--- config.mk ---
export PLATFORM = sky130hd
export DESIGN_NAME = cpu_wb_regfile
export DESIGN_NICKNAME = d
export VERILOG_FILES = /design/src/rtl/cpu_pkg.sv /design/src/rtl/cpu_wb_mux.sv /design/src/rtl/cpu_wb_regfile.sv
export SDC_FILE = /design/constraint.sdc
export NUM_CORES = 1
export LEC_CHECK = 0
export BUFFER_PORTS_ARGS = -buffer_cell sky130_fd_sc_hd__buf_2
export CORE_UTILIZATION = 58
export DETAILED_ROUTE_END_ITERATION = 7
export PLACE_DENSITY_LB_ADDON = 0.08
export RECOVER_POWER = 100
export SYNTH_ARGS = -nofsm -noshare
export SYNTH_HDL_FRONTEND = slang
export SYNTH_SLANG_ARGS = --single-unit
--- constraint.sdc ---
create_clock -name clk -period 5.2 [get_ports clk]
set_input_delay 0.26 -clock clk [delete_from_list [all_inputs] [get_ports clk]]
set_output_delay 0.26 -clock clk [all_outputs]
set_load 0.01 [all_outputs]
--- src/rtl/cpu_pkg.sv ---
// Shared CPU constants: register-file geometry and writeback data-source encodings.
// The writeback decode and the register file both take their encodings from here.
package cpu_pkg;

   localparam int unsigned XLEN      = 16;
   localparam int unsigned REG_IDX_W = 3;
   localparam int unsigned NUM_REGS  = 1 << REG_IDX_W;

   typedef logic [XLEN-1:0]      word_t;
   typedef logic [REG_IDX_W-1:0] reg_idx_t;
   typedef logic [2:0]           rfw_sel_t;

   localparam rfw_sel_t RFW_RY   = 3'd0;
   localparam rfw_sel_t RFW_MVHI = 3'd1;
   localparam rfw_sel_t RFW_ALU  = 3'd2;
   localparam rfw_sel_t RFW_PC   = 3'd3;
   localparam rfw_sel_t RFW_LD   = 3'd4;
   localparam rfw_sel_t RFW_IMM  = 3'd5;

   localparam reg_idx_t LINK_REG = reg_idx_t'(NUM_REGS - 1);

   typedef struct packed {
      logic     valid;
      reg_idx_t idx;
      word_t    data;
   } fwd_t;

   // Encodings above RFW_IMM are reserved and must never write the register file.
   function automatic logic rfw_sel_legal(input rfw_sel_t sel);
      return sel <= RFW_IMM;
   endfunction

endpackage

--- src/rtl/cpu_wb_mux.sv ---
// Writeback data-source mux. Purely combinational; sel_ok flags a non-reserved encoding.
module cpu_wb_mux
   import cpu_pkg::*;
(
   input  rfw_sel_t   sel,
   input  word_t      ry_data,
   input  logic [7:0] rx_low,
   input  logic [7:0] imm8,
   input  word_t      alu,
   input  word_t      pc,
   input  word_t      ldata,
   input  word_t      imm,
   output word_t      data,
   output logic       sel_ok
);

   always_comb begin
      data = '0;
      case (sel)
         RFW_RY:   data = ry_data;
         RFW_MVHI: data = {imm8, rx_low};
         RFW_ALU:  data = alu;
         RFW_PC:   data = pc;
         RFW_LD:   data = ldata;
         RFW_IMM:  data = imm;
         default:  data = '0;
      endcase
   end

   assign sel_ok = rfw_sel_legal(sel);

endmodule

--- src/rtl/cpu_wb_regfile.sv ---
// 8 x 16-bit writeback register file: one general write, one link (R7) write, two bypassed
// combinational read ports, and a registered record of the last commit for forwarding.
module cpu_wb_regfile
   import cpu_pkg::*;
(
   input  logic       clk,
   input  logic       reset,
   input  logic       wb_valid,
   input  logic       rf_wr,
   input  logic       ld_r7,
   input  rfw_sel_t   rfw_sel,
   input  reg_idx_t   wb_rx,
   input  word_t      wb_ry_data,
   input  word_t      wb_alu,
   input  word_t      wb_pc,
   input  word_t      wb_ldata,
   input  word_t      wb_imm,
   input  logic [7:0] wb_imm8,
   input  reg_idx_t   rd_addr0,
   input  reg_idx_t   rd_addr1,
   output word_t      rd_data0,
   output word_t      rd_data1,
   output logic       fwd_valid,
   output reg_idx_t   fwd_reg,
   output word_t      fwd_data
);

   word_t regs_q [NUM_REGS];
   fwd_t  fwd_q;

   word_t wr_data;
   logic  sel_ok;
   logic  gen_we;
   logic  link_we;
   logic  link_over_gen;

   // mvhi merges with the stored low byte, never with a value bypassed from this cycle.
   cpu_wb_mux u_mux (
      .sel     (rfw_sel),
      .ry_data (wb_ry_data),
      .rx_low  (regs_q[wb_rx][7:0]),
      .imm8    (wb_imm8),
      .alu     (wb_alu),
      .pc      (wb_pc),
      .ldata   (wb_ldata),
      .imm     (wb_imm),
      .data    (wr_data),
      .sel_ok  (sel_ok)
   );

   assign gen_we        = wb_valid & rf_wr & sel_ok;
   assign link_we       = wb_valid & ld_r7;
   assign link_over_gen = link_we & (wb_rx == LINK_REG);

   always_ff @(posedge clk or posedge reset) begin
      if (reset) begin
         for (int i = 0; i < int'(NUM_REGS); i++) begin
            regs_q[i] <= '0;
         end
         fwd_q <= '0;
      end else begin
         if (gen_we) begin
            regs_q[wb_rx] <= wr_data;
         end
         // Issued after the general write so the link value wins a collision on R7.
         if (link_we) begin
            regs_q[LINK_REG] <= wb_pc;
         end
         if (gen_we) begin
            fwd_q <= '{valid: 1'b1, idx: wb_rx, data: link_over_gen ? wb_pc : wr_data};
         end else if (link_we) begin
            fwd_q <= '{valid: 1'b1, idx: LINK_REG, data: wb_pc};
         end else begin
            fwd_q.valid <= 1'b0;
         end
      end
   end

   always_comb begin
      rd_data0 = regs_q[rd_addr0];
      rd_data1 = regs_q[rd_addr1];
      if (gen_we && rd_addr0 == wb_rx) rd_data0 = wr_data;
      if (gen_we && rd_addr1 == wb_rx) rd_data1 = wr_data;
      if (link_we && rd_addr0 == LINK_REG) rd_data0 = wb_pc;
      if (link_we && rd_addr1 == LINK_REG) rd_data1 = wb_pc;
      if (reset) begin
         rd_data0 = '0;
         rd_data1 = '0;
      end
   end

   assign fwd_valid = fwd_q.valid;
   assign fwd_reg   = fwd_q.idx;
   assign fwd_data  = fwd_q.data;

endmodule

======== After elaboration in Yosys (flattened, before gate mapping) ========
Cells that the tools add are included.
storage, ports and cells
  register bits ........................... 148
  input bits .............................. 105
  output and inout bits ................... 52
  word-level logic and storage cells ...... 65
cells by class
  $lt $le $gt $ge ......................... 5
  eq/ne operators ......................... 10
  mux-type cells .......................... 25
  bitwise gates (word level) .............. 7
  reduce and logical (&&, ||, !) cells .... 7
operator list
  kind                                                       count
  2-to-1 mux 16 bit                                          14
  binary-select mux 16 bit (select 3 bit)                    3
  bitwise mux 128 bit                                        1
  one-hot mux 16 bit (6 select lines)                        1
  demux 16 bit (select 3 bit)                                1
  2-to-1 mux 20 bit                                          1
  2-to-1 mux 19 bit                                          1
  2-to-1 mux 8 bit                                           2
  equality test 3 bit (second input constant)                5
  greater-or-equal comparator 4 bit (second input constant)  3
  inverter 3 -> 4 bit                                        3
  equality test 3 x 2 -> 1 bit (second input constant)       2
  equality test 3 bit                                        2
  logical AND 1 bit                                          5
  bitwise AND 1 bit                                          4
  < comparator 4 x 1 -> 1 bit (second input constant)        1
  equality test 3 x 1 -> 1 bit (second input constant)       1
  <= comparator 3 bit (second input constant)                1
  logical NOT 3 bit                                          1
  nonzero test 2 bit                                         1
  2-to-1 mux 1 bit                                           1

======== Depth between registers and ports, before layout ========
  depth after elaboration ................. 8
  depth in mapped cells ................... 9
  depth with buffers taken out ............ 6

======== By module ========
A second synthesis with hierarchy kept.
unflattened totals
  cells, all modules ...................... 964
  area, all modules ....................... 9919.5 µm²
modules (own cells, without submodules)
  module          instances  cells each  area an instance (µm²)  seq. area each (µm²)
  cpu_wb_regfile  1          849         8989.9                  3703.6
  cpu_wb_mux      1          115         929.6                   0.0

======== Least setup slack after synthesis ========
No wires, ideal clock.
  path kind ............................... input to output
  start point ............................. input port reset
  end point ............................... output port rd_data0[11]
  data arrival time ....................... 3.990 ns
  data required time ...................... 4.940 ns
  setup slack ............................. 0.950 ns
  stages .................................. 4
  buffers on the path ..................... 1
  path through ............................ clkbuf_1 inv_1 nand3_1 o221ai_1
between the ends
  cells in the longest elaborated chain, start to end .. 1
RTL lines
  element             line                  text
  start: declaration  cpu_wb_regfile.sv:7   input logic reset,
  2-to-1 mux 16 bit   cpu_wb_regfile.sv:86  if (reset) begin
  end: declaration    cpu_wb_regfile.sv:21  output word_t rd_data0,
No other way between the ends.

======== Worst setup path after layout ========
  start point ............................. input port rfw_sel[2]
  end point ............................... output port rd_data0[5]
between the ends
  cells in the longest elaborated chain, start to end .. 6
  elaborated cells between the ends (all ways) .. 13
  classes of those cells .................. order compare: 1; eq/ne: 5; mux: 4; bitwise: 1; reduce/logical: 2
RTL lines
  element              line                  text
  start: declaration   cpu_wb_regfile.sv:11  input rfw_sel_t rfw_sel,
  <= comparator 3 bit  cpu_pkg.sv:30         return sel <= RFW_IMM;
  bitwise AND 1 bit    cpu_wb_regfile.sv:51  assign gen_we = wb_valid & rf_wr & sel_ok;
  logical AND 1 bit    cpu_wb_regfile.sv:82  if (gen_we && rd_addr0 == wb_rx) rd_data0 = wr_data;
  2-to-1 mux 16 bit *  cpu_wb_regfile.sv:82
  2-to-1 mux 16 bit *  cpu_wb_regfile.sv:84  if (link_we && rd_addr0 == LINK_REG) rd_data0 = wb_pc;
  2-to-1 mux 16 bit *  cpu_wb_regfile.sv:86
Mark *: on every way between the ends. The rest lies on a longest branch, timed or not.

==> metrics.cfg <==
[run_status]
status=finished, violations left
violations=capacitance limit, slew limit

[critical_path]
path_delay_family=compound AO/OA/AOI/OAI gates
critPathCaptureType=output port
cp-start-kind=input pin
path_class=input pin to output port
required_ns=4.94
cp_slowest_cell=clkbuf_1
crit_path_max_incr_delay_ns=1.11
crit_buf_inv=2
crit_fanout=34
crit_chain=clkbuf_1, nor2b_1, a32oi_1, o21ai_0, a31oi_1, a2111oi_0, buf_2
arrival_ns=3.71

[layout]
diodes=0
largest_reg_flops=128
fin_area_sq_um=10800
area_growth_pct=10.9
drive_gt1_share_pct=24.1
final_nets=1136
final_util_pct=65.7

[timing]
min_period_ns=3.97
setup_viol=0
setup_tns_ns=0
slew_viol_final=200
period_share_pct=76.4
hold_viol=0
worstMarginPinSlew_ns=1.61
rsz0062_at_grt=false
fin_worst_skew_ns=0.00508
fmax_mhz=252
relSlewSlack_pct=-7.06
holdWs_ns=0.0936

[die]
pin_count=157
die_h_um=132
start_util_pct=59.2
fp.dieW_um=132
coreArea_sq_um=16500
num_rows=47
die-area_sq_um=17300

[synth]
synth_fa_ha_area_share_pct=0
synth_area_leaders=dfrtp_1, mux4_2, mux2i_1, a21oi_1, nand2_1
synth_async_sr_flop_share_pct=100
syn_inst=938
yosys_warnings=0
synthXorXnorAreaFrac_pct=0.539
synth_top_family_by_area=multiplexers
yosysMostFrequentCell=dfrtp_1
synth_cell_types=61
synth-compound-area-share_pct=19.3
syn_nets=1043
synthMuxAreaShare_pct=23.4
synthFlopType=dfrtp_1
synth_common_cells=dfrtp_1, nand2_1, a21oi_1
synth.largest_area_cell=dfrtp_1
synth_simple_gate_area_share_pct=12.8
syn_area_sq_um=9750
synth_edf_count=0
synth_area_per_cell_sq_um=10.4
synth_top_area_share_pct=38.0
seq_area_frac_synth_pct=38.0
ys_ff_latch=148

[place]
gp_congestion=0.950
postPlaceCellArea_sq_um=10400
dp_hpwl_um=20600
port-buffer-count=156

[clocking]
insertion_delay_ns=0.43
cts_tree=built
ctsLongestPathBuffers=2
clk_pin_slew_ns=0.06
cts_setup_buffers=0
cts_hold_buf=0
htreeDepth=4
post_cts_resized=0
clockRootBuffer=clkbuf_16
cts_buffers=17
cts.sinks=148

[power]
p_leak_uw=0.00448
power_density_nw_per_um2=362
vdd_ir_drop_max_mv=0.237
p_total_uw=3910

[routing]
drcViolationCount=0
wire_per_inst_um=23.5
drtIter0Drc=775
routed_via_density=6.63
drt_wl_total_um=29600
ant_nets=0
num_vias=8364
first_pass_iters=8

[grt]
grt.overflow.total=0
grt_max_degree=102
grt_pass1_wl_um=46000
grt_pass1_vias=7771
antenna_found_initial=0
grt_util_all_layers_pct=35.2

[flow_run]
cap_violations=6

[min_path]
hold_path.class=input pin to register

cell usage in the layout, fill, tap and decap left out, types with 5 or more instances in the layout:
cell and count:
mux4_2 72, a21o_1 8, o221ai_1 14, nand3_1 18, a2111oi_1 5, clkbuf_1 51, nor2_1 86, buf_4 6
clkbuf_16 17, a221oi_1 9, o31ai_1 5, buf_2 114, nor2b_1 24, mux2_2 16, o22ai_1 11, nand2b_1 8
a2111oi_0 19, mux2i_1 48, nand2_1 90, a21oi_1 88, a22oi_1 32, dfrtp_1 148, o21ai_0 67
layer usage:
layer | wire (um) | part of all wire, % | vias to the layer above | track usage, %
met1 | 12500 | 42 | 4080 | 51.9
li1 | - | - | 3740 | -
met5 | 0 | 0 | - | 0
met2 | 13200 | 45 | 500 | 51.2
met4 | 552 | 1.9 | 0 | 10.5
met3 | 3360 | 11 | 44 | 8.91
per-stage QoR:
stage,instances,worst slack [ns]
after floorplan,938,0.682
after global placement,1232,1.98
after detailed placement,1232,1.97
after CTS,1262,1.99
after global routing,1262,0.903
final,1262,1.23
power by group:
part	switching [uW]	internal [uW]	leakage, uW
sequential	234	1400	0.00181
combinational	550	529	0.00240
clock	476	723	0.000271
cell families after synthesis:
| family | count (synthesis) |
|---|---|
| buf+inv | 101 |
| compound gates | 289 |
| flops | 148 |
| xor+xnor | 6 |
| mux | 136 |
| simple gates | 258 |
layout make-up:
cell class	count	area, sq um
Clock inverter	9	106
Clock buffer	21	460
Inverter	6	27.5
Sequential cell	148	3700
Tap cell	220	275
Fill cell	1345	5660
Timing Repair Buffer	169	800
Multi-Input combinational cell	689	5440
path summary, 6_finish.rpt:
path                                   from           to  slack [ns]  depth (start not counted)
worst max-delay path             rfw_sel[2]  rd_data0[5]        1.23                          7
max in group asynchronous             reset   regs_q[50]        3.38                          3
worst max register to register   regs_q[67]   regs_q[67]        3.00                          4
worst min register to register  regs_q[104]  regs_q[104]        0.50                          2
worst min-delay path              wb_pc[10]   regs_q[10]        0.09                          2
min in group asynchronous             reset   regs_q[11]        0.60                          2
Note: power is estimated with default switching activity, not from simulation.
